===== config.mk =====
export PLATFORM = sky130hd
export DESIGN_NAME = slice_alu_flat
export DESIGN_NICKNAME = d
export VERILOG_FILES = /design/src/rtl/slice_alu_pkg.sv /design/src/rtl/slice_alu_if.sv /design/src/rtl/slice_alu_digit.sv /design/src/rtl/slice_alu.sv /design/src/flat_wrapper.sv
export SDC_FILE = /design/constraint.sdc
export NUM_CORES = 1
export LEC_CHECK = 0
export BUFFER_PORTS_ARGS = -buffer_cell sky130_fd_sc_hd__buf_2
export CAP_MARGIN = 5
export CORE_MARGIN = 8
export CORE_UTILIZATION = 40
export DETAILED_ROUTE_END_ITERATION = 10
export PLACE_DENSITY = 0.66
export SYNTH_ARGS = -nofsm -noshare
export SYNTH_HDL_FRONTEND = slang
export SYNTH_SLANG_ARGS = --single-unit

===== constraint.sdc =====
create_clock -name clk -period 16 [get_ports clk]
set_clock_uncertainty 0.05 [all_clocks]
set_input_delay 1.6 -clock clk [delete_from_list [all_inputs] [get_ports clk]]
set_output_delay 1.6 -clock clk [all_outputs]
set_load 0.005 [all_outputs]

===== src/rtl/slice_alu_pkg.sv =====
// rtl/slice_alu_pkg.sv - shared ALU control codes and FSM state encoding
package alu_pkg;

   localparam int CTRL_W = 4;

   localparam logic [CTRL_W-1:0] ALU_AND = 4'b0000;
   localparam logic [CTRL_W-1:0] ALU_OR  = 4'b0001;
   localparam logic [CTRL_W-1:0] ALU_ADD = 4'b0010;
   localparam logic [CTRL_W-1:0] ALU_SUB = 4'b0110;
   localparam logic [CTRL_W-1:0] ALU_SLT = 4'b0111;
   localparam logic [CTRL_W-1:0] ALU_NOR = 4'b1100;

   typedef enum logic [1:0] {
      ST_IDLE = 2'd0,
      ST_RUN  = 2'd1,
      ST_DONE = 2'd2
   } state_t;

   function automatic logic is_legal(input logic [CTRL_W-1:0] ctrl);
      case (ctrl)
         ALU_AND, ALU_OR, ALU_ADD, ALU_SUB, ALU_SLT, ALU_NOR: is_legal = 1'b1;
         default:                                              is_legal = 1'b0;
      endcase
   endfunction

endpackage


===== src/rtl/slice_alu_if.sv =====
// rtl/slice_alu_if.sv - operand/result handshake bundle for slice_alu
interface slice_alu_if
   import alu_pkg::*;
#(
   parameter int WIDTH = 32
);
   logic              in_valid;
   logic              in_ready;
   logic [WIDTH-1:0]  a;
   logic [WIDTH-1:0]  b;
   logic [CTRL_W-1:0] alu_ctrl;
   logic              out_valid;
   logic              out_ready;
   logic [WIDTH-1:0]  result;
   logic              zero;
   logic              overflow;
   logic              carry_out;

   // master: the operand producer / result consumer around the ALU
   modport master (
      output in_valid, a, b, alu_ctrl, out_ready,
      input  in_ready, out_valid, result, zero, overflow, carry_out
   );

   modport slave (
      input  in_valid, a, b, alu_ctrl, out_ready,
      output in_ready, out_valid, result, zero, overflow, carry_out
   );
endinterface


===== src/rtl/slice_alu_digit.sv =====
// rtl/slice_alu_digit.sv - combinational SLICE-bit digit: operand invert, logic ops, ripple adder
module alu_digit #(
   parameter int SLICE = 8
) (
   input  logic [SLICE-1:0] a,
   input  logic [SLICE-1:0] b,
   input  logic             a_invert,
   input  logic             b_invert,
   input  logic [1:0]       operation,
   input  logic             cin,
   output logic [SLICE-1:0] res,
   output logic             cout,
   output logic             c_msb,
   output logic             s_msb
);
   logic [SLICE-1:0] ai;
   logic [SLICE-1:0] bi;
   logic [SLICE-1:0] sum;

   assign ai = a ^ {SLICE{a_invert}};
   assign bi = b ^ {SLICE{b_invert}};

   always_comb begin
      logic cc;
      cc    = cin;
      c_msb = 1'b0;
      sum   = '0;
      for (int i = 0; i < SLICE; i++) begin
         sum[i] = ai[i] ^ bi[i] ^ cc;
         if (i == SLICE - 1) c_msb = cc;
         cc = (ai[i] & bi[i]) | ((ai[i] ^ bi[i]) & cc);
      end
      cout = cc;
   end

   assign s_msb = sum[SLICE-1];

   // SLT digits stay zero; the top inserts the comparison bit on the last digit
   always_comb begin
      case (operation)
         2'b00:   res = ai & bi;
         2'b01:   res = ai | bi;
         2'b10:   res = sum;
         default: res = '0;
      endcase
   end
endmodule


===== src/rtl/slice_alu.sv =====
// rtl/slice_alu.sv - digit-serial ALU top (FSM, counter, regs); SLICE_ALU_SLT_OVF_FIX_EN selects signed-correct SLT
module slice_alu
   import alu_pkg::*;
#(
   parameter int WIDTH = 32,
   parameter int SLICE = 8
) (
   input logic        clk,
   input logic        rst_n,
   slice_alu_if.slave bus
);
   localparam int NSLICE = WIDTH / SLICE;
   localparam int CNT_W  = (NSLICE > 1) ? $clog2(NSLICE) : 1;
   localparam logic [CNT_W-1:0] LAST = CNT_W'(NSLICE - 1);

   state_t            state;
   logic [WIDTH-1:0]  a_r;
   logic [WIDTH-1:0]  b_r;
   logic [CTRL_W-1:0] ctrl_r;
   logic [CNT_W-1:0]  cnt;
   logic              carry;
   logic [WIDTH-1:0]  res_r;
   logic              zero_r;
   logic              ovf_r;
   logic              cout_r;
   logic              in_ready_r;
   logic              out_valid_r;

   logic [31:0]       base;
   logic [SLICE-1:0]  d_res;
   logic [SLICE-1:0]  d_res_m;
   logic              d_cout;
   logic              d_cmsb;
   logic              d_smsb;
   logic [WIDTH-1:0]  res_fin;
   logic              ovf_raw;
   logic              less;
   logic              arith;

   assign base = 32'(cnt) * 32'(SLICE);

   alu_digit #(.SLICE(SLICE)) u_digit (
      .a         (a_r[base +: SLICE]),
      .b         (b_r[base +: SLICE]),
      .a_invert  (ctrl_r[3]),
      .b_invert  (ctrl_r[2]),
      .operation (ctrl_r[1:0]),
      .cin       (carry),
      .res       (d_res),
      .cout      (d_cout),
      .c_msb     (d_cmsb),
      .s_msb     (d_smsb)
   );

   assign d_res_m = is_legal(ctrl_r) ? d_res : '0;
   assign arith   = (ctrl_r == ALU_ADD) || (ctrl_r == ALU_SUB);
   assign ovf_raw = d_cmsb ^ d_cout;

   // Only meaningful while the MSB digit is in the adder (cnt == LAST)
   always_comb begin
`ifdef SLICE_ALU_SLT_OVF_FIX_EN
      less = d_smsb ^ ovf_raw;
`else
      less = d_smsb;
`endif
      res_fin = res_r;
      res_fin[base +: SLICE] = d_res_m;
      if (ctrl_r == ALU_SLT) res_fin = {{(WIDTH-1){1'b0}}, less};
   end

   always_ff @(posedge clk or negedge rst_n) begin
      if (!rst_n) begin
         state       <= ST_IDLE;
         a_r         <= '0;
         b_r         <= '0;
         ctrl_r      <= '0;
         cnt         <= '0;
         carry       <= 1'b0;
         res_r       <= '0;
         zero_r      <= 1'b0;
         ovf_r       <= 1'b0;
         cout_r      <= 1'b0;
         in_ready_r  <= 1'b1;
         out_valid_r <= 1'b0;
      end else begin
         case (state)
            ST_IDLE: begin
               if (bus.in_valid && in_ready_r) begin
                  a_r        <= bus.a;
                  b_r        <= bus.b;
                  ctrl_r     <= bus.alu_ctrl;
                  cnt        <= '0;
                  carry      <= bus.alu_ctrl[2];
                  res_r      <= '0;
                  zero_r     <= 1'b0;
                  ovf_r      <= 1'b0;
                  cout_r     <= 1'b0;
                  in_ready_r <= 1'b0;
                  state      <= ST_RUN;
               end
            end
            ST_RUN: begin
               carry <= d_cout;
               if (cnt == LAST) begin
                  res_r       <= res_fin;
                  zero_r      <= (res_fin == '0);
                  ovf_r       <= arith & ovf_raw;
                  cout_r      <= arith & d_cout;
                  out_valid_r <= 1'b1;
                  state       <= ST_DONE;
               end else begin
                  res_r[base +: SLICE] <= d_res_m;
                  cnt                  <= cnt + 1'b1;
               end
            end
            ST_DONE: begin
               if (bus.out_ready) begin
                  out_valid_r <= 1'b0;
                  in_ready_r  <= 1'b1;
                  state       <= ST_IDLE;
               end
            end
            default: begin
               out_valid_r <= 1'b0;
               in_ready_r  <= 1'b1;
               state       <= ST_IDLE;
            end
         endcase
      end
   end

   assign bus.in_ready  = in_ready_r;
   assign bus.out_valid = out_valid_r;
   assign bus.result    = res_r;
   assign bus.zero      = zero_r;
   assign bus.overflow  = ovf_r;
   assign bus.carry_out = cout_r;
endmodule


===== src/flat_wrapper.sv =====
// flat-port wrapper written by rule: the top's interface ports become plain ports
module slice_alu_flat import alu_pkg::*;
#(
   parameter int WIDTH = 32,
   parameter int SLICE = 8
)
  (clk, rst_n, bus_in_valid, bus_a, bus_b, bus_alu_ctrl, bus_out_ready, bus_in_ready, bus_out_valid, bus_result, bus_zero, bus_overflow, bus_carry_out);
  slice_alu_if #(.WIDTH(WIDTH)) bus_i ();
  input logic clk;
  input logic rst_n;
  input wire logic [$bits(bus_i.in_valid)-1:0] bus_in_valid;
  input wire logic [$bits(bus_i.a)-1:0] bus_a;
  input wire logic [$bits(bus_i.b)-1:0] bus_b;
  input wire logic [$bits(bus_i.alu_ctrl)-1:0] bus_alu_ctrl;
  input wire logic [$bits(bus_i.out_ready)-1:0] bus_out_ready;
  output wire logic [$bits(bus_i.in_ready)-1:0] bus_in_ready;
  output wire logic [$bits(bus_i.out_valid)-1:0] bus_out_valid;
  output wire logic [$bits(bus_i.result)-1:0] bus_result;
  output wire logic [$bits(bus_i.zero)-1:0] bus_zero;
  output wire logic [$bits(bus_i.overflow)-1:0] bus_overflow;
  output wire logic [$bits(bus_i.carry_out)-1:0] bus_carry_out;
  assign bus_i.in_valid = bus_in_valid;
  assign bus_i.a = bus_a;
  assign bus_i.b = bus_b;
  assign bus_i.alu_ctrl = bus_alu_ctrl;
  assign bus_i.out_ready = bus_out_ready;
  assign bus_in_ready = bus_i.in_ready;
  assign bus_out_valid = bus_i.out_valid;
  assign bus_result = bus_i.result;
  assign bus_zero = bus_i.zero;
  assign bus_overflow = bus_i.overflow;
  assign bus_carry_out = bus_i.carry_out;
  slice_alu #(.WIDTH(WIDTH), .SLICE(SLICE)) u_core (.clk(clk), .rst_n(rst_n), .bus(bus_i));
endmodule

* Word level (Yosys, flattened, before mapping)
Cells that the tools add are included.
** Operators by class
- Reductions and logical operators :: 15
- Muxes and demuxes :: 29
- Shifts and indexed selects :: 4
- Bitwise gates (word level) :: 49
- Equal/unequal tests :: 14
- $add $sub $neg :: 2
** Operators by type and width (number)
- two-way mux 32 bit :: 3
- case mux 32 bit (2 select lines) :: 1
- variable part select 32 x 6 -> 8 bit :: 2
- negator 5 -> 34 bit :: 1
- variable shift 8 x 34 -> 32 bit (first input constant) :: 1
- variable part select 8 x 34 -> 32 bit :: 1
- bitwise mux 32 bit :: 1
- zero test 32 bit :: 1
- case mux 8 bit (3 select lines) :: 1
- AND 1 bit :: 18
- bitwise XOR 1 bit :: 17
- bitwise XOR 8 bit :: 2
- AND reduction 3 bit :: 5
- two-way mux 2 bit :: 5
- two-way mux 1 bit :: 9
- AND 8 bit :: 1
- == test 4 x 3 -> 1 bit (second input constant) :: 2
- two-way mux 8 bit :: 1
- OR 1 bit :: 8
- OR 8 bit :: 1
- case mux 1 bit (2 select lines) :: 4
- == test 2 bit (second input constant) :: 3
- case mux 1 bit (3 select lines) :: 2
- case mux 2 bit (3 select lines) :: 1
- 16 further kinds :: 22
** Word-level totals
- Output and inout bits :: 37
- Flip-flop bits (word level) :: 110
- Word-level logic and storage cells :: 125
- Input port bits :: 72

* Longest topological paths before layout
Gate-level depths: netlist of run 1.
- Depth after elaboration :: 26
- Depth in mapped cells :: 17
- Gate-level depth less buffers :: 16

* Cells and area by module
A second synthesis of run 1 with hierarchy kept.
** Unflattened totals
- Cells, all modules :: 444
- Area total of the unflattened synthesis :: 5756.8 um2
** Modules (own cells, without submodules)
- slice_alu :: cells each 350, area an instance 4898.4 um2, instances 1, seq. area each 2753.9 um2
- alu_digit :: cells each 94, area an instance 858.3 um2, instances 1, seq. area each 0.0 um2

* Worst setup path after synthesis of run 1
OpenSTA, ideal clock, no wires.
- Kind :: reg2reg
- From :: reg u_core.cnt[0]
- To :: reg u_core.zero_r (netlist: u_core.bus.zero)
- Data required time :: 15.874 ns
- Path buffers :: 1
- Setup slack :: 10.601 ns
- Library setup time :: 0.076 ns
- Clock period less this slack :: 5.399 ns
- Arrival time :: 5.272 ns
- Stages on the path, launching flop included :: 18
- Cells stage by stage :: dfrtp_1 buf_2 mux4_2 xor2_1 fa_1 inv_1 fa_1 fa_1 fa_1 fa_1 fa_1 fa_1 fa_1 nand2b_1 o21ai_1 o31ai_1 o211ai_1 o21ai_1
** Between the ends
- Longest elaborated chain between the ends :: 26
- Elaborated cells on any way between the ends :: 56
- Classes of those cells :: add/sub: 1; eq/ne: 2; shift: 4; mux: 6; bitwise: 41; reduce/logical: 2
** RTL lines
- start, declared :: RTL line slice_alu.sv:20 : logic [CNT_W-1:0] cnt;
- start signal, assigned :: RTL line slice_alu.sv:113 : cnt <= cnt + 1'b1;
- variable part select 32 x 6 -> 8 bit, on equally long branches :: RTL line slice_alu.sv:43, slice_alu.sv:44
- bitwise XOR 8 bit, on equally long branches :: RTL line slice_alu_digit.sv:20, slice_alu_digit.sv:21
- bitwise XOR 1 bit :: RTL line slice_alu_digit.sv:29, slice_alu_digit.sv:31
- AND 1 bit :: RTL line slice_alu_digit.sv:31 : cc = (ai[i] & bi[i]) | ((ai[i] ^ bi[i]) & cc);
- OR 1 bit :: RTL line slice_alu_digit.sv:31
- AND 1 bit :: RTL line slice_alu_digit.sv:31
- OR 1 bit :: RTL line slice_alu_digit.sv:31
- AND 1 bit :: RTL line slice_alu_digit.sv:31
- [10 not listed]
- case mux 8 bit (3 select lines) :: RTL line slice_alu_digit.sv:40 : case (operation)
- two-way mux 8 bit :: RTL line slice_alu.sv:55 : assign d_res_m = is_legal(ctrl_r) ? d_res : '0;
- variable part select 8 x 34 -> 32 bit :: RTL line slice_alu.sv:67 : res_fin[base +: SLICE] = d_res_m;
- bitwise mux 32 bit :: RTL line slice_alu.sv:67
- two-way mux 32 bit :: RTL line slice_alu.sv:68 : if (ctrl_r == ALU_SLT) res_fin = {{(WIDTH-1){1'b0}}, less};
- zero test 32 bit :: RTL line slice_alu.sv:106 : zero_r <= (res_fin == '0);
- two-way mux 1 bit :: RTL line slice_alu.sv:104 : if (cnt == LAST) begin
- case mux 1 bit (2 select lines) :: RTL line slice_alu.sv:86 : case (state)
- end signal, assigned :: RTL line slice_alu.sv:106
- end, declared :: RTL line slice_alu.sv:23 : logic zero_r;
Parallel ways exist; a longest one is shown, timed or not. The select of a mux whose other input is x is not followed.
A chain may end at the register's enable or synchronous reset.

* Final worst setup path of run 1
- From :: reg u_core.cnt[1]
- To :: reg u_core.zero_r (netlist: u_core.bus.zero)
Same word-level chain as after synthesis.

==> key figures, run 1 <==
Outcome
  – Status: finished, final reports clean

Die
  – IO Count: around 110
  – Core area: 14500 um^2
  – Initial core utilization: 40.7%
  – # rows: 44
  – Die area: 18900 um^2
  – Die width: 137 um
  – Die H: 137 um

Synthesis
  – Yosys top cell area share: 46.3%
  – Syn_area_per_cell: between 9 and 10 um^2
  – Ys flop type: dfrtp_1
  – Post-synth EDFFs: 0
  – Fraction of registers with async set/reset: between 90% and 100%
  – Ys Warns: 0
  – Biggest area consumer among synthesized cells: dfrtp_1
  – Count of cell types in the netlist: 57
  – Top-count cell post-synth: nand2_1
  – Post-Syn Area: 5890 um^2
  – Seq cells post-synth: 110
  – Syn Inst Count: 592
  – Net count after synthesis: 694
  – Register area share after synthesis: 46.8%
  – Most frequent cells after synthesis: nand2_1 (217), dfrtp_1 (109), a22o_1 (28)
  – Largest cells by area after synthesis: dfrtp_1 (46%), nand2_1 (14%), mux4_2 (6.1%)

Setup path
  – Worst Setup SP: u_core.cnt[1]
  – Worst Path Required: 16.24 ns
  – Crit path DAT: roughly 6.2 ns
  – Startpoint Class: flop
  – CP Max Fanout: 20
  – CP peak stage delay: roughly 0.89 ns
  – R2r setup slk: 9.99 ns
  – Cell mode on critical path: fa_1
  – R2R depth: 16
  – CP Cell Sequence: mux4_2 > xor2_1 > fa_1 > inv_1 > fa_1 > fa_1 > fa_1 > fa_1 > fa_1 > fa_1 > fa_1 > nand2b_1 > o21ai_1 > a211oi_1 > nand4_1 > o21ai_1
  – CP Capture Type: flop
  – Critical-path top delay cell: dfrtp_1
  – Reg2Reg Capture Point: u_core.bus.zero
  – Crit Reg-Reg Startpoint: u_core.cnt[1]
  – WS Path Type: flop to flop

Placed design
  – DP Area: 6530 um^2
  – Gpl congestion: 0.899
  – DP HPWL: 10.9 mm
  – Worst slack at placement: 10.03 ns
  – PortBufs: between 100 and 150

Timing
  – Slew margin rel.: 29.3%
  – Slew @ Worst Pin: roughly 1.1 ns
  – Min Tclk post-route: between 6 and 7 ns
  – Final worst setup slack: 9.99 ns
  – RSZ-0062 raised after global routing: false
  – TNS Setup: 0 ns
  – Post-route clock period utilization: 37.5%
  – Achievable Freq: 167 MHz
  – Hold Violations, Final: 0
  – Final Setup Violations: 0
  – Pins over their slew limit: 0

Global routing
  – Gr usage total: 15.8%
  – First-pass GRT wire length: 23.6 mm
  – Remaining Overflow, GRT: 0
  – Vias in the first global route: approximately 4700
  – Largest net degree at the start of global routing: 87
  – Initial antenna violation count: 0

Power and ir drop
  – Power Density: 202 nW/um^2
  – Static leakage: around 3.5 nW
  – Peak supply drop: between 0.08 and 0.09 mV

Drt
  – Drt via density: ~5.1
  – # DRC: 0
  – DR iter-0 viols: 270
  – Final wirelength: between 10 and 15 mm
  – Via count: between 4000 and 5000
  – WL/cell: 16.3 um
  – Drt pass-1 iters: 4
  – Routed Antenna Nets: 0

Finish
  – Filler cells: around 1400
  – ANT cells: 0
  – Layout area overhead: 15.6%
  – Layout cells sized above 1: 24.0%
  – Nets: 790
  – Final Cell Area: 6810 um^2
  – Area of the multi-input gates: between 2000 and 3000 um^2
  – Register area: about 2800 um^2

Worst hold path
  – Hold Crit Depth: 2
  – Hold WC Path Type: flop to flop
  – Hold Startpoint: u_core.b_r[31]
  – Worst hold endpoint: u_core.b_r[31]

CTS
  – CTS buffer count: 9
  – Clock root cell: clkbuf_16
  – Post-cts sizing count: 0
  – Clk buf depth: 2
  – Clock transition at path regs: 0.07 ns
  – Clock Latency Late Sink: 0.36 ns
  – Setup Buffers After CTS: 0
  – CTS tree: yes
  – Clk sinks: 110
  – Htree depth: 3
  – Cts hold-fix bufs: 0

Run
  – Max_cap viols: 0
cell families after synthesis:
kind of cell	synth area share [%]
buf+inv	4.23
compound gates	11.2
mux	6.67
flops	46.8
fa+ha+maj	7.39
simple gates	21.2
xor+xnor	2.53
where the power goes:
group / switching (mW) / total [mW] / internal, mW
Combinational: 0.413 / 0.712 / 0.299
Sequential: 0.0832 / 0.452 / 0.369
Clock: 0.101 / 0.212 / 0.111
Total: 0.597 / 1.38 / 0.780
critical path, delay by kind of cell, from the launching register on:
kind / cells / cell delay [ns]
compound gates: 3 / 0.67
xor+xnor: 1 / 0.28
fa+ha+maj: 8 / 3.25
buf+inv: 1 / 0.05
flops: 1 / 0.89
mux: 1 / 0.44
simple gates: 2 / 0.30
registers in the layout, indices dropped and copies added, names as in the netlist:
signal,flops
u_core.ctrl_r,4
u_core.a_r,32
u_core.cnt,2
u_core.bus.zero,1
u_core.state,2
u_core.carry,1
u_core.bus.in_ready,1
u_core.bus.result,32
u_core.bus.out_valid,1
u_core.bus.overflow,1
u_core.bus.carry_out,1
u_core.b_r,32
placed cells by master, fill, tap and decap left out, types with 3 or more instances in the layout:
master / netlist / final
nand2_1: 217 / 217
dfrtp_1: 109 / 109
buf_2: 10 / 107
a22o_1: 28 / 28
inv_1: 22 / 22
ha_1: 22 / 22
nor2_1: 17 / 17
mux4_2: 16 / 16
xor2_1: 16 / 16
nor2b_1: 12 / 12
a21oi_1: 9 / 9
o21ai_0: 9 / 9
clkbuf_16: 0 / 9
fa_1: 8 / 8
nor4_1: 6 / 6
o21ai_2: 5 / 5
o21ai_1: 5 / 5
buf_4: 0 / 5
nor3_1: 4 / 4
o31ai_4: 3 / 3
nand2_2: 3 / 3
nand2b_1: 3 / 3
and2_1: 3 / 3
nor2_2: 3 / 3
o211ai_1: 3 / 3
nand4_1: 3 / 3
final cells by class:
| type | count | share of cell area [%] |
|---|---|---|
| Clock inverter | 3 | 0.423 |
| Sequential cell | 110 | 40.5 |
| Tap cell | 184 | 3.38 |
| Clock buffer | 12 | 3.62 |
| Inverter | 22 | 1.21 |
| Multi-Input combinational cell | 433 | 42.5 |
| Timing Repair Buffer | 112 | 8.42 |
per-stage QoR:
| step | total power [mW] | hold WS [ns] | utilization [%] | std cells |
|---|---|---|---|---|
| 4_1_cts | 1.39 | 0.426 | 47.0 | 876 |
| 6_report | 1.38 | 0.426 | 47.0 | 876 |
| 5_1_grt | 1.49 | 0.454 | 47.0 | 876 |
| 3_5_place_dp | 1.17 | 0.408 | 45.1 | 861 |
| 3_3_place_gp | 1.14 | 0.404 | 45.1 | 861 |
| 2_1_floorplan | 0.984 | 0.390 | - | 592 |
per-layer routing:
layer	wire [um]	vias up	track usage (%)
met5	0	-	0
met4	255	0	5.79
met3	942	19	4.23
met2	6530	129	24.8
met1	6550	2147	20.7
li1	-	2164	-
worst max path at each step:
stage	endpoint	slack, ns	cells past startpoint
finish	u_core.bus.zero	9.99	16
global route	u_core.bus.zero	9.68	16
CTS	u_core.bus.zero	10.01	16
detailed placement	u_core.bus.zero	10.03	16
global placement	u_core.bus.zero	10.21	16
floorplan	u_core.bus.zero	10.60	17
Power figures use the tool's default switching activity.
==> run 2, diff against run 1 <==
clock period = 5.8 ns   (was 16 ns; I/O delays follow)
==> run 2 against run 1 <==
  * Worst hold slack got worse by 0.28 ns
  * Core utilization rose by 0.58 points
  * Count of clock-buffer cells in the layout fell by 2
  * Via count rose by 1.4%
  * Sequential power rose to 2.7 times the previous value
  * Critical endpoint unchanged
  * Largest cell class unchanged
==> key figures, run 2 (synthesis gave the netlist of run 1 again) <==
CTS
  – Clock Latency Late Sink: 0.36 ns (about the same)
  – CTS tree: yes
  – Cts hold-fix bufs: 0 (unchanged)
  – Clk sinks: 110 (unchanged)
  – Htree depth: 3 (unchanged)
  – Clock transition at path regs: 0.07 ns (about the same)
  – Post-cts sizing count: 0 (unchanged)
  – Clock root cell: clkbuf_16
  – CTS buffer count: 9 (unchanged)
  – Clk buf depth: 2 (unchanged)
  – Setup Buffers After CTS: 0 (unchanged)

Run
  – Max_cap viols: 0 (unchanged)

Finish
  – Nets: 794 (+0.51%)
  – Most frequent cells in the layout: nand2_1 (217), buf_2 (107), dfrtp_1 (107)
  – Final Cell Area: 6890 um^2 (+1.2%)
  – Layout cells sized above 1: 25.6% (+1.6 points)
  – Most common cell after layout, fill and taps aside: nand2_1
  – ANT cells: 0 (unchanged)
  – Filler cells: 1352 (-1.5%)
  – Layout area overhead: 17.0%
  – Layout Cells excl Fill: 880 (+0.46%)

Global routing
  – Largest net degree at the start of global routing: 71 (-18%)
  – Vias in the first global route: 4782 (+1.8%)
  – Gr usage total: 16.0% (+0.17 points)
  – Remaining Overflow, GRT: 0 (unchanged)
  – First-pass GRT wire length: 23.7 mm (+0.47%)
  – Initial antenna violation count: 0 (unchanged)

Setup path
  – Startpoint Class: flop
  – Worst Path Required: 6.04 ns (-10.20 ns)
  – CP Capture Type: flop
  – WS Path Type: flop to flop
  – Crit path DAT: 5.63 ns (-0.61 ns)
  – CP Max Fanout: 6 (-70%)

Timing
  – Slew margin rel.: 41.4% (+12 points)
  – Min Tclk post-route: 5.39 ns (-0.613 ns)
  – Hold Violations, Final: 0 (unchanged)
  – TNS Setup: 0 ns (unchanged)
  – Pins over their slew limit: 0 (unchanged)
  – Achievable Freq: 185 MHz (+11%)
  – RSZ-0062 raised after global routing: false
  – Slew @ Worst Pin: 0.879 ns (-0.181 ns)
  – Final worst setup slack: 0.408 ns (-9.59 ns)
  – Post-route clock period utilization: 93.0% (+55 points)
  – Final Setup Violations: 0 (unchanged)

Power and ir drop
  – Sequential share of power: 31.9% (-1.0 points)
  – Sw Pwr: 1.68 mW (+180%)
  – Peak supply drop: 0.225 mV (+180%)
  – Switching part of the total: 43.1% (-0.25 points)
  – Int Power: 2.21 mW (+180%)
  – Power Density: 564 nW/um^2 (+180%)
  – Static leakage: 3.57 nW (+0.91%)
  – Total power: 3.89 mW (+180%)
  – Combinational Power Share: 51.7% (about the same)
  – Clock network power share: 16.4% (+1.0 points)

Placed design
  – Placed cell count: 865 (+0.46%)
  – Gpl congestion: 0.883 (-1.8%)
  – DP Area: 6560 um^2 (+0.46%)
  – DP HPWL: 11.2 mm (+3.0%)
  – PortBufs: 108 (unchanged)
  – Worst slack at placement: 0.156 ns (-9.87 ns)

Drt
  – Final wirelength: 14.7 mm (+2.6%)
  – WL/cell: 16.7 um (+2.1%)
  – Via count: 4520 (+1.4%)
  – Drt via density: 5.14 (+0.91%)
  – Drt pass-1 iters: 5 (+1)
  – DR iter-0 viols: 294 (+8.9%)
  – Routed Antenna Nets: 0 (unchanged)
  – # DRC: 0 (unchanged)

Worst hold path
  – Hold WC Path Type: input pin to async pin

Die
  – IO Count: 109 (unchanged)
  – Die width: 137 um (unchanged)
  – Die H: 137 um (unchanged)
  – Core area: 14500 um^2 (unchanged)
  – Die area: 18900 um^2 (unchanged)
  – # rows: 44 (unchanged)
  – Initial core utilization: 40.7% (unchanged)

Outcome
  – Status: finished, final reports clean
==> run 2: cell types whose count changed in the layout (fill, tap and decap cells not counted), moves of 2 or more <==
| cell | change |
|---|---|
| buf_4 | +4 |
| clkbuf_1 | -2 |
| dfrtp_1 | -2 |
| dfrtp_2 | +2 |
| inv_6 | +2 |
| xor2_1 | -2 |
| xor2_2 | +2 |
==> run 2: metal layers <==
metal  vias to the layer above  wire (um)  GRT usage [%]
met4                         0        257           5.43
met5                         -          0              0
met3                        17        893           4.23
met1                      2190       6670           20.5
li1                       2171          -              -
met2                       142       6830           25.7
==> run 2: worst max-delay path: stages (launching register included) <==
cell	delay [ns]
dfrtp_2	0.46
mux4_2	0.56
xor2_2	0.22
fa_1	0.20
inv_1	0.05
fa_1	0.38
fa_1	0.39
fa_1	0.40
fa_1	0.40
fa_1	0.39
fa_1	0.44
fa_1	0.54
nand2b_1	0.16
o21ai_2	0.15
o31ai_1	0.28
o211ai_1	0.13
o21ai_1	0.12
==> run 2: worst paths after layout <==
check / slack, ns / start / depth (start not counted) / to
worst max-delay path: 0.41 / u_core.cnt[0] / 16 / u_core.bus.zero
worst min-delay path: 0.14 / rst_n / 1 / u_core.bus.result[0]
worst max register to register: 0.41 / u_core.cnt[0] / 16 / u_core.bus.zero
worst min register to register: 0.43 / u_core.b_r[19] / 2 / u_core.b_r[19]
max in group asynchronous: 4.27 / rst_n / 2 / u_core.cnt[0]
min in group clk: 0.35 / bus_b[30] / 3 / u_core.b_r[30]
==> run 2: cell type report <==
cell class                 count  area, um^2  share of cell area, %
sequential                   110        2760                   40.0
timing repair buffer         116         603                   8.75
inverter                      22        82.6                   1.20
clock buffer                  10         239                   3.47
clock inverter                 5        63.8                  0.926
multi-input combinational    433        2920                   42.3
tap                          184         230                   3.34
==> run 2: metrics by stage <==
step	utilization, %	hold slack [ns]
floorplan	-	0.234
global placement	45.3	0.404
detailed placement	45.3	0.412
CTS	47.4	0.152
global route	47.6	0.178
finish	47.6	0.144
==> run 2: power groups by stage <==
| stage | Clock, mW | Sequential, mW | Combinational (mW) |
|---|---|---|---|
| 2_1_floorplan | 0 | 1.15 | 1.56 |
| 3_3_place_gp | 0 | 1.23 | 1.96 |
| 3_5_place_dp | 0 | 1.25 | 2.00 |
| 4_1_cts | 0.653 | 1.23 | 2.01 |
| 5_1_grt | 0.681 | 1.27 | 2.26 |
| 6_report | 0.638 | 1.24 | 2.01 |
==> run 3, diff against run 2 <==
BUFFER_PORTS_ARGS = unset   (was -buffer_cell sky130_fd_sc_hd__buf_2)
CORE_MARGIN = 4   (was 8)
DONT_BUFFER_PORTS = 1   (was unset)
PLACE_DENSITY = 0.59   (was 0.66)
==> run 3 against run 2 <==
  * Count of clock-buffer cells in the layout is 1 higher
  * Via count decreased by 9.3%
  * Largest power group unchanged
  * Highest routed layer unchanged
  * First-iteration DRC count decreased by 11%
  * Global-route usage up 1.2 points
  * Fmax is 0.73% lower
  * Non-clock buffer count is 105 lower
  * Critical path depth unchanged
  * Final cell count is 12% lower
==> key figures, run 3 (synthesis gave the netlist of run 1 again) <==
CTS
  – Clock transition at path regs: 0.07 ns (about the same)
  – CTS buffer count: 9 (unchanged)
  – Setup Buffers After CTS: 0 (unchanged)
  – Clk sinks: 110 (unchanged)
  – Clk buf depth: 2 (unchanged)
  – CTS tree: yes
  – Clock root cell: clkbuf_16
  – Htree depth: 3 (unchanged)
  – Clock Latency Late Sink: 0.36 ns (about the same)

Drt
  – Drt via density: 5.29 (+3.0%)
  – Final wirelength: 13.8 mm (-5.7%)
  – DR iter-0 viols: 261 (-11%)
  – # DRC: 0 (unchanged)
  – Routed Antenna Nets: 0 (unchanged)
  – Via count: 4100 (-9.3%)
  – Drt pass-1 iters: 4 (-1)
  – WL/cell: 17.8 um (+7.1%)

Setup path
  – R2r setup slk: 0.37 ns (-0.04 ns)
  – Worst Path Required: 6.03 ns (about the same)
  – Startpoint Class: flop
  – CP Capture Type: flop
  – WS Path Type: flop to flop
  – R2R depth: 16 (unchanged)
  – Reg2Reg Capture Point: u_core.bus.zero
  – Crit path DAT: 5.66 ns (+0.03 ns)
  – Crit Reg-Reg Startpoint: u_core.cnt[0]
  – CP Max Fanout: 7 (+1)

Die
  – Die area: 16700 um^2 (-11%)
  – Die H: 129 um (-5.8%)
  – # rows: 44 (unchanged)
  – Core area: 14500 um^2 (unchanged)
  – Initial core utilization: 40.7% (unchanged)
  – Die width: 129 um (-5.8%)
  – IO Count: 109 (unchanged)

Timing
  – Slew margin rel.: 45.0% (+3.6 points)
  – RSZ-0062 raised after global routing: false
  – Final Setup Violations: 0 (unchanged)
  – Min Tclk post-route: 5.43 ns (+0.0395 ns)
  – Achievable Freq: 184 MHz (-0.73%)
  – Post-route clock period utilization: 93.7% (+0.68 points)
  – Pins over their slew limit: 0 (unchanged)
  – Slew @ Worst Pin: 0.826 ns (-0.0533 ns)
  – WHS: 0.0949 ns (-0.0488 ns)
  – TNS Setup: 0 ns (unchanged)
  – Hold Violations, Final: 0 (unchanged)

Run
  – Max_cap viols: 0 (unchanged)

Finish
  – Filler cells: 1371 (+1.4%)
  – ANT cells: 0 (unchanged)
  – Layout area overhead: 8.50%
  – Post-Route Utilization: 44.1% (-3.5 points)
  – Register area: 2760 um^2 (about the same)
  – Layout Cells excl Fill: 775 (-12%)
  – Most common cell after layout, fill and taps aside: nand2_1
  – Layout cells sized above 1: 11.8% (-14 points)
  – Area of the multi-input gates: 2910 um^2 (-0.17%)
  – Final Cell Area: 6390 um^2 (-7.3%)
  – Most frequent cells in the layout: nand2_1 (217), dfrtp_1 (108), a22o_1 (28)
  – Nets: 689 (-13%)

Global routing
  – Initial antenna violation count: 0 (unchanged)
  – Remaining Overflow, GRT: 0 (unchanged)
  – Largest net degree at the start of global routing: 110 (+55%)
  – First-pass GRT wire length: 22.3 mm (-5.8%)
  – Vias in the first global route: 4127 (-14%)
  – Gr usage total: 17.2% (+1.2 points)

Placed design
  – Gpl congestion: 0.894 (+1.2%)
  – DP HPWL: 10.3 mm (-7.7%)
  – PortBufs: 0 (-100%)
  – Placed cell count: 758 (-12%)
  – DP Area: 6030 um^2 (-8.2%)

Power and ir drop
  – Static leakage: 3.11 nW (-13%)
  – Peak supply drop: 0.298 mV (+32%)
  – Power Density: 603 nW/um^2 (+6.9%)

Worst hold path
  – Hold WC Path Type: input pin to async pin

Outcome
  – Status: finished, final reports clean
run 3: changes by cell type in the layout (fill, tap and decap cells not counted), sizes merged:
cell	previous run	this run
buf	116	10
clkbuf	10	11
clkinv	0	1
clkinvlp	1	0
dlygate4sd3	0	1
inv	25	24
run 3: worst max-delay path by stage:
stage / start / endpoint / cells after the start
floorplan: u_core.cnt[0] / u_core.bus.zero / 17
global placement: u_core.cnt[0] / u_core.bus.zero / 16
detailed placement: u_core.cnt[0] / u_core.bus.zero / 16
CTS: u_core.cnt[0] / u_core.bus.zero / 16
global route: u_core.cnt[0] / u_core.bus.zero / 16
finish: u_core.cnt[0] / u_core.bus.zero / 16
run 3: stage by stage:
step	setup slack (ns)	total power [mW]
2_1_floorplan	0.401	2.71
3_3_place_gp	0.274	3.15
3_5_place_dp	0.127	3.20
4_1_cts	0.114	3.87
5_1_grt	0.0686	4.18
6_report	0.368	3.85
run 3: final cells by class:
cell class	instances	area share, %
multi-input combinational	433	45.6
timing repair buffer	11	1.65
clock buffer	11	3.96
clock inverter	4	0.823
tap	184	3.60
inverter	22	1.29
sequential	110	43.1
run 3: power breakdown:
group / total [mW] / internal, mW / switching [mW] / leakage, nW
Combinational: 1.96 / 0.812 / 1.15 / 1.51
Sequential: 1.25 / 1.02 / 0.229 / 1.45
Clock: 0.642 / 0.359 / 0.283 / 0.152
Total: 3.85 / 2.19 / 1.66 / 3.11
run 3: metal layers:
metal  up-vias  share of wire, %  GRT usage (%)
met4         0               1.4           4.88
li1       1971                 -              -
met1      2005                46           23.9
met3        13               5.7           4.53
met5         -                 0              0
met2       111                47           26.7
run 3: timing repair:
action,in CTS,in global routing
hold buffers,2,0
gates resized for setup,0,4
endpoints found under the setup margin,0,1
hold endpoints to repair,109,0
run 3: worst max-delay path, cell delays in order (launching register included):
cell,delay (ns)
dfrtp_2,0.48
mux4_2,0.55
xor2_2,0.22
fa_1,0.20
inv_1,0.05
fa_1,0.38
fa_1,0.41
fa_1,0.40
fa_1,0.39
fa_1,0.40
fa_1,0.43
fa_1,0.54
nand2b_1,0.17
o21ai_2,0.14
o31ai_1,0.27
o211ai_1,0.15
o21ai_1,0.13
